$ cat src/rtl/counter_ctrl_pkg.sv
// counter_ctrl_pkg
// Shared types and constants for the counter sequencer: FSM state
// encoding, direction levels and the event-priority slot of each button
// (a lower index wins when several events land in the same cycle).
package counter_ctrl_pkg;

  typedef enum logic [2:0] {
    ST_IDLE  = 3'd0,
    ST_RUN   = 3'd1,
    ST_PAUSE = 3'd2,
    ST_CLEAR = 3'd3,
    ST_LOAD  = 3'd4
  } state_e;

  localparam logic DIR_UP   = 1'b0;
  localparam logic DIR_DOWN = 1'b1;

  localparam int EV_CLR  = 0;
  localparam int EV_LOAD = 1;
  localparam int EV_DIR  = 2;
  localparam int EV_RUN  = 3;
  localparam int NUM_EV  = 4;

endpackage

$ cat src/rtl/btn_debounce.sv
// btn_debounce
// Cleans one raw board button: 2-flop synchronizer, then a debounce
// counter, then a one-cycle rising-edge pulse of the debounced level.
// A stable press shows up on rise 2+DB_CYCLES+1 cycles later.
// Ports:
//   clk      system clock
//   clr_n    asynchronous active-low reset
//   btn_raw  raw button, active high, asynchronous to clk
//   rise     one-cycle pulse on the debounced level going 0->1
module btn_debounce #(
  parameter int DB_CYCLES = 1_000_000
) (
  input  logic clk,
  input  logic clr_n,
  input  logic btn_raw,
  output logic rise
);

  localparam int CW = $clog2(DB_CYCLES + 1);
  localparam logic [CW-1:0] CNT_LAST = CW'(DB_CYCLES - 1);

  logic          sync1_q, sync2_q;
  logic          db_q, db_d;
  logic          db_prev_q;
  logic [CW-1:0] count_q, count_d;

  // The count only advances while the synced input disagrees with the
  // debounced level; any agreeing cycle restarts the run.
  always_comb begin
    db_d    = db_q;
    count_d = '0;
    if (sync2_q != db_q) begin
      if (count_q == CNT_LAST) begin
        db_d    = ~db_q;
        count_d = '0;
      end else begin
        count_d = count_q + CW'(1);
      end
    end
  end

  always_ff @(posedge clk or negedge clr_n) begin
    if (!clr_n) begin
      sync1_q   <= 1'b0;
      sync2_q   <= 1'b0;
      db_q      <= 1'b0;
      db_prev_q <= 1'b0;
      count_q   <= '0;
    end else begin
      sync1_q   <= btn_raw;
      sync2_q   <= sync1_q;
      db_q      <= db_d;
      db_prev_q <= db_q;
      count_q   <= count_d;
    end
  end

  assign rise = db_q & ~db_prev_q;

endmodule

$ cat src/rtl/counter_ctrl.sv
// counter_ctrl
// Sequencer for the up/down counter datapath. Debounces the four board
// buttons, applies clr > load > dir > run priority and drives single-cycle
// clear/load/step commands plus the direction level.
// Optional feature macro: COUNTER_CTRL_AUTO_RELOAD_EN -- when defined, a
// tick in RUN with cnt_q at its terminal value reloads the last preset
// instead of stepping.
// Ports:
//   clk, clr_n                        clock, async active-low reset
//   btn_clr/btn_load/btn_dir/btn_run  raw buttons, active high
//   sw_data                           preset switches, sampled on load
//   cnt_q                             counter value (auto-reload only)
//   cnt_clr, cnt_load, cnt_step       one-cycle commands
//   load_data                         value for cnt_load, held otherwise
//   cnt_dir                           0=up, 1=down
//   running                           high while in RUN
//
// state    | meaning
// ST_IDLE  | stopped, prescaler cleared
// ST_RUN   | prescaler counting, cnt_step on each wrap
// ST_PAUSE | stopped, prescaler holds its value
// ST_CLEAR | one cycle, cnt_clr=1, then IDLE
// ST_LOAD  | one cycle, cnt_load=1, back to RUN or PAUSE
module counter_ctrl
  import counter_ctrl_pkg::*;
#(
  parameter int WIDTH     = 8,
  parameter int TICK_DIV  = 50_000_000,
  parameter int DB_CYCLES = 1_000_000
) (
  input  logic             clk,
  input  logic             clr_n,
  input  logic             btn_clr,
  input  logic             btn_load,
  input  logic             btn_dir,
  input  logic             btn_run,
  input  logic [WIDTH-1:0] sw_data,
  input  logic [WIDTH-1:0] cnt_q,
  output logic             cnt_clr,
  output logic             cnt_load,
  output logic [WIDTH-1:0] load_data,
  output logic             cnt_step,
  output logic             cnt_dir,
  output logic             running
);

  localparam int PW = (TICK_DIV > 1) ? $clog2(TICK_DIV) : 1;
  localparam logic [PW-1:0] PRESC_LAST = PW'(TICK_DIV - 1);

  logic [NUM_EV-1:0] ev;

  btn_debounce #(.DB_CYCLES(DB_CYCLES)) u_db_clr (
    .clk(clk), .clr_n(clr_n), .btn_raw(btn_clr), .rise(ev[EV_CLR])
  );
  btn_debounce #(.DB_CYCLES(DB_CYCLES)) u_db_load (
    .clk(clk), .clr_n(clr_n), .btn_raw(btn_load), .rise(ev[EV_LOAD])
  );
  btn_debounce #(.DB_CYCLES(DB_CYCLES)) u_db_dir (
    .clk(clk), .clr_n(clr_n), .btn_raw(btn_dir), .rise(ev[EV_DIR])
  );
  btn_debounce #(.DB_CYCLES(DB_CYCLES)) u_db_run (
    .clk(clk), .clr_n(clr_n), .btn_raw(btn_run), .rise(ev[EV_RUN])
  );

  state_e           state_q, state_d;
  logic             dir_q, dir_d;
  logic             ret_run_q, ret_run_d;
  logic [WIDTH-1:0] load_data_q, load_data_d;
  logic [PW-1:0]    presc_q, presc_d;
  logic             tick;
  logic             reload;

  always_comb begin
    state_d     = state_q;
    dir_d       = dir_q;
    ret_run_d   = ret_run_q;
    load_data_d = load_data_q;
    presc_d     = presc_q;

    case (state_q)
      ST_RUN:            presc_d = (presc_q == PRESC_LAST) ? '0 : presc_q + PW'(1);
      ST_PAUSE, ST_LOAD: presc_d = presc_q;
      default:           presc_d = '0;
    endcase

    case (state_q)
      ST_CLEAR: state_d = ST_IDLE;
      ST_LOAD:  state_d = ret_run_q ? ST_RUN : ST_PAUSE;
      default:  state_d = state_q;
    endcase

    // Only the highest-priority event of the cycle is considered; if it
    // does not apply in the current state the lower ones are still dropped.
    if (ev[EV_CLR]) begin
      state_d = ST_CLEAR;
      dir_d   = DIR_UP;
    end else if (ev[EV_LOAD]) begin
      if (state_q != ST_CLEAR) begin
        state_d     = ST_LOAD;
        load_data_d = sw_data;
        // A re-load while already in LOAD keeps the original return target.
        if (state_q != ST_LOAD) ret_run_d = (state_q == ST_RUN);
      end
    end else if (ev[EV_DIR]) begin
      dir_d = (dir_q == DIR_UP) ? DIR_DOWN : DIR_UP;
    end else if (ev[EV_RUN]) begin
      case (state_q)
        ST_IDLE, ST_PAUSE: state_d = ST_RUN;
        ST_RUN:            state_d = ST_PAUSE;
        default:           ;
      endcase
    end
  end

  always_ff @(posedge clk or negedge clr_n) begin
    if (!clr_n) begin
      state_q     <= ST_IDLE;
      dir_q       <= DIR_UP;
      ret_run_q   <= 1'b0;
      load_data_q <= '0;
      presc_q     <= '0;
    end else begin
      state_q     <= state_d;
      dir_q       <= dir_d;
      ret_run_q   <= ret_run_d;
      load_data_q <= load_data_d;
      presc_q     <= presc_d;
    end
  end

  assign tick = (state_q == ST_RUN) && (presc_q == PRESC_LAST);

`ifdef COUNTER_CTRL_AUTO_RELOAD_EN
  logic [WIDTH-1:0] preset_q, preset_d;
  logic             at_terminal;

  always_comb begin
    preset_d = preset_q;
    if (state_q == ST_LOAD) preset_d = load_data_q;
  end

  always_ff @(posedge clk or negedge clr_n) begin
    if (!clr_n) preset_q <= '0;
    else        preset_q <= preset_d;
  end

  assign at_terminal = (dir_q == DIR_UP) ? (cnt_q == '1) : (cnt_q == '0);
  assign reload      = tick & at_terminal;
  assign load_data   = reload ? preset_q : load_data_q;
`else
  logic unused_cnt_q;
  assign unused_cnt_q = ^cnt_q;
  assign reload       = 1'b0;
  assign load_data    = load_data_q;
`endif

  // CLEAR/LOAD are never RUN, so a tick cannot overlap those pulses.
  assign cnt_step = tick & ~reload;
  assign cnt_load = (state_q == ST_LOAD) | reload;
  assign cnt_clr  = (state_q == ST_CLEAR);
  assign cnt_dir  = dir_q;
  assign running  = (state_q == ST_RUN);

endmodule

$ cat config.mk
export PLATFORM = sky130hd
export DESIGN_NAME = counter_ctrl
export DESIGN_NICKNAME = d
export VERILOG_FILES = /design/src/rtl/counter_ctrl_pkg.sv /design/src/rtl/btn_debounce.sv /design/src/rtl/counter_ctrl.sv
export SDC_FILE = /design/constraint.sdc
export NUM_CORES = 1
export LEC_CHECK = 0
export ABC_AREA = 1
export CORE_MARGIN = 4
export CORE_UTILIZATION = 60
export CTS_BUF_LIST = sky130_fd_sc_hd__clkbuf_4
export DETAILED_ROUTE_END_ITERATION = 7
export PLACE_DENSITY = 0.87
export SLEW_MARGIN = 25
export SYNTH_ARGS = -nofsm -noshare
export SYNTH_HDL_FRONTEND = slang
export SYNTH_SLANG_ARGS = --single-unit
export TNS_END_PERCENT = 100
$ cat constraint.sdc
create_clock -name clk -period 2.39 [get_ports clk]
set_clock_uncertainty 0.2 [all_clocks]
set_input_delay 0.239 -clock clk [delete_from_list [all_inputs] [get_ports clk]]
set_output_delay 0.239 -clock clk [all_outputs]
set_load 0.03 [all_outputs]
==> parameters.txt <==
Parameter                              Value

Outcome
  Outcome ... finished clean

Detailed routing
  Detailed Route WL ... 15100 µm
  Pre-antenna DRT Iters ... 5
  DRC errors left ... 0
  Number of nets with antenna violations after routing ... 0
  Vias per std cell ... 5.26
  DRT iter0 DRCs ... 402
  Drt wl/cell ... 13.1 µm
  Vias ... 6061

Final layout
  Final non-filler cell total ... 1152
  Nets ... 1018
  Post-route design area ... 8210 µm²
  FF/Latch Area ... 3380 µm²
  Fraction of final layout cells with drive strength greater than 1 ... 13.9%
  Fill cells ... 922
  Syn-to-layout area delta ... 12.3%
  Multi-input logic area ... 3490 µm²

Placement
  Routability-driven placement congestion ratio ... 0.912
  Placed wire-length estimate after detailed placement ... 10900 µm
  Dpl cells ... 1106
  DP Area ... 7830 µm²
  # port buffers ... 26

Global route
  Number of antenna violations at the first check in global routing ... 1
  GRT Util Overall ... 23.0%
  Global-route wire length before repair ... 26200 µm
  Overall overflow remaining after global route ... 0
  Vias in the first global route ... 5815
  Pin count of the biggest net entering global routing ... 65

Yosys
  Synth top area cells ... sky130_fd_sc_hd__dfrtp_1 (46%), sky130_fd_sc_hd__nand2_1 (11%), sky130_fd_sc_hd__nor2_1 (8.7%), sky130_fd_sc_hd__inv_1 (5.0%), sky130_fd_sc_hd__xor2_1 (3.6%)
  Synthesized cell area ... 7310 µm²
  Number of nets produced by synthesis ... 953
  Gate count of the mapped netlist ... 926
  Share of the synthesized area in the top cell type ... 46.2%
  Proportion of synthesized chip area in sequential cells ... 46.2%
  Number of storage elements in the synthesis netlist ... 135
  Yosys synthesis warning count ... 0
  Largest area contributor in the netlist ... sky130_fd_sc_hd__dfrtp_1
  Syn Area/Cell ... 7.89 µm²
  Unique masters post-synth ... 38

Power
  Power density normalized to cell area ... 471 nW/µm²
  Static leakage ... 3.55 nW
  PnR Total Power ... 3.87 mW
  Switching part of the total power ... 25.0%
  Combinational Power Share ... 4.2%
  Sequential fraction of design power ... 60.1%
  Net switching power ... 0.967 mW
  Max rail drop VDD ... 525 µV
  Share of total power in the clock network ... 35.7%
  Internal power summed over all cells ... 2.90 mW

Floorplan
  Die Footprint ... 14000 µm²
  FP Rows ... 40
  Die extent in y ... 118 µm
  Core Footprint ... 12000 µm²
  Width of the die ... 118 µm
  Starting utilization of the core area ... 61.1%
  Top-Level Pins ... 35

STA
  Part of the cycle the worst path needs ... 97.1%
  Minimum clock period ... 2320 ps
  Maximum operating frequency ... 0.431 GHz
  Aggregate negative setup slack ... 0 ps
  Slew @ Worst Pin ... 606 ps
  Setup violators final ... 0
  Final hold violation count ... 0
  Max-slew headroom ... 59.6%
  Final Max Tran Viols ... 0

Setup path
  Reg2reg path depth ... 10
  Type of origin of the critical path ... flop
  Crit Reg-Reg Endpoint ... presc_q[19]$_DFFE_PN0N_
  Largest fanout on the critical path ... 3
  Worst reg2reg startpoint ... presc_q[1]$_DFFE_PN0N_
  Setup slack on the worst flop-to-flop path ... 560 ps
  Kind of end point of the critical path ... output port
  Worst path arrival time ... 1880 ps
  Data required, critical path ... 1950 ps
  Critical path start-end classification ... flop to output port

Clock tree
  Clock tree from TritonCTS ... done
  Clock latency of the later-clocked register in the worst-skew pair ... 570 ps
  Clock tree root driver cell ... sky130_fd_sc_hd__clkbuf_4
  Number of clock sinks seen by CTS ... 135
  Clock Tree Buf Depth ... 2
  Clock-pin slew of the registers on the worst-case setup and hold paths ... 120 ps
  Number of buffers inserted during clock tree synthesis ... 17
  Number of H-tree levels ... 4

Flow run
  Max-cap violation count ... 0

Min path
  Min-Delay Path Class ... primary input to async pin
==> per-stage QoR <==
stage,util [%],hold slack [ps],setup WS [ps]
6_report,68.6,15.1,69.2
5_1_grt,68.6,6.70,-38.8
4_1_cts,68.3,3.75,0.0226
3_5_place_dp,65.4,82.6,73.3
3_3_place_gp,65.4,79.3,152
2_1_floorplan,-,-257,473
==> worst max path at each step <==
stage	start	to	slack, ps	cells after the start
after floorplan	presc_q[0]$_DFFE_PN0N_	cnt_step	470	7
after global placement	presc_q[1]$_DFFE_PN0N_	cnt_step	150	8
after detailed placement	presc_q[1]$_DFFE_PN0N_	cnt_step	70	8
after CTS	presc_q[1]$_DFFE_PN0N_	cnt_step	0.02	8
after global routing	presc_q[1]$_DFFE_PN0N_	cnt_step	-40	8
final	presc_q[1]$_DFFE_PN0N_	cnt_step	70	8
==> synthesized netlist by cell type (all sizes together) <==
master	instances
clkinv	1
a21oi	24
nand3b	7
ha	5
nand3	54
nand2	246
o211ai	1
or2	1
inv	110
nor3	31
o31ai	1
nand4	15
o21ai	30
dfrtp	135
nor3b	2
buf	3
xor2	30
o21bai	5
o22ai	5
nor2	202
a31oi	2
xnor2	16
==> power groups by stage <==
stage                     clock (mW)  combinational, mW  sequential [mW]
after CTS                       1.41              0.166             2.32
after detailed placement           0              0.153             2.37
after global placement             0              0.147             2.37
after global routing            1.51              0.184             2.33
after floorplan                    0             0.0567             2.36
final                           1.38              0.162             2.32
==> registers in the layout, summed over array words and instances (netlist names), 3 cells and up <==
signal             count
load_data              8
presc_q               26
state_q                3
u_db_clr.count_q      20
u_db_dir.count_q      20
u_db_load.count_q     20
u_db_run.count_q      20
==> cells in the final DEF (no fill, tap or decap), types with 5 or more instances in the layout <==
cell type                           n
sky130_fd_sc_hd__nand3_2            7
sky130_fd_sc_hd__nand4_1           15
sky130_fd_sc_hd__nand2_4            5
sky130_fd_sc_hd__inv_1             97
sky130_fd_sc_hd__xnor2_1           16
sky130_fd_sc_hd__inv_2             12
sky130_fd_sc_hd__nor2_2            18
sky130_fd_sc_hd__nor3_2             5
sky130_fd_sc_hd__dfrtp_1          135
sky130_fd_sc_hd__a21oi_1           24
sky130_fd_sc_hd__nand3_1           47
sky130_fd_sc_hd__clkinv_1           5
sky130_fd_sc_hd__xor2_1            30
sky130_fd_sc_hd__clkdlybuf4s50_1   21
sky130_fd_sc_hd__clkbuf_4          19
sky130_fd_sc_hd__dlygate4sd3_1     10
sky130_fd_sc_hd__nor2_4            15
sky130_fd_sc_hd__buf_4             11
sky130_fd_sc_hd__nand2_1          222
sky130_fd_sc_hd__nand2_2           19
sky130_fd_sc_hd__nor3_1            25
sky130_fd_sc_hd__o21ai_0           21
sky130_fd_sc_hd__nor2_1           168
sky130_fd_sc_hd__nand3b_1           6
sky130_fd_sc_hd__o21ai_1            5
==> per-layer routing <==
metal / global-route usage [%] / part of all wire (%)
met1: 29.6 / 44
met2: 37.6 / 48
met3: 4.93 / 5.1
met4: 10.1 / 2.5
met5: 0 / 0
==> worst max-delay path, stage by stage (launching register included) <==
cell and delay (ps):
sky130_fd_sc_hd__dfrtp_1 400, sky130_fd_sc_hd__ha_2 210, sky130_fd_sc_hd__nand2_2 90, sky130_fd_sc_hd__inv_2 100
sky130_fd_sc_hd__nand2_4 50, sky130_fd_sc_hd__nor2_2 120, sky130_fd_sc_hd__nand2_2 100, sky130_fd_sc_hd__nor2_4 110
sky130_fd_sc_hd__buf_6 140
==> timing repair <==
| action | in CTS | in global routing |
|---|---|---|
| endpoints found under the hold margin | 144 | 0 |
| pin swaps | 0 | 1 |
| setup buffers | 0 | 3 |
| gates resized for setup | 12 | 4 |
| hold buffers | 10 | 0 |
| endpoints found under the setup margin | 4 | 1 |
==> final cells by class <==
type | count | share of cell area (%)
repair buffers | 49 | 5.88
multi-input cells | 677 | 42.6
diodes | 1 | 0.0305
inverters | 111 | 5.11
flip-flops and latches | 135 | 41.1
clock inverters | 13 | 1.30
well taps | 147 | 2.24
clock buffers | 19 | 1.74
==> kinds of logic (layout without fill, tap and decap cells) <==
group	after synthesis	in the layout	synth area share, %
buffers and inverters	114	192	6.15
flip-flops	135	135	46.2
XOR/XNOR	46	46	5.51
other	0	1	0
AO/OA/AOI/OAI	68	68	5.60
AND/OR/NAND/NOR	558	558	35.7
adder cells (fa/ha/maj)	5	5	0.856
No activity file was read; power rests on OpenSTA's default activity.
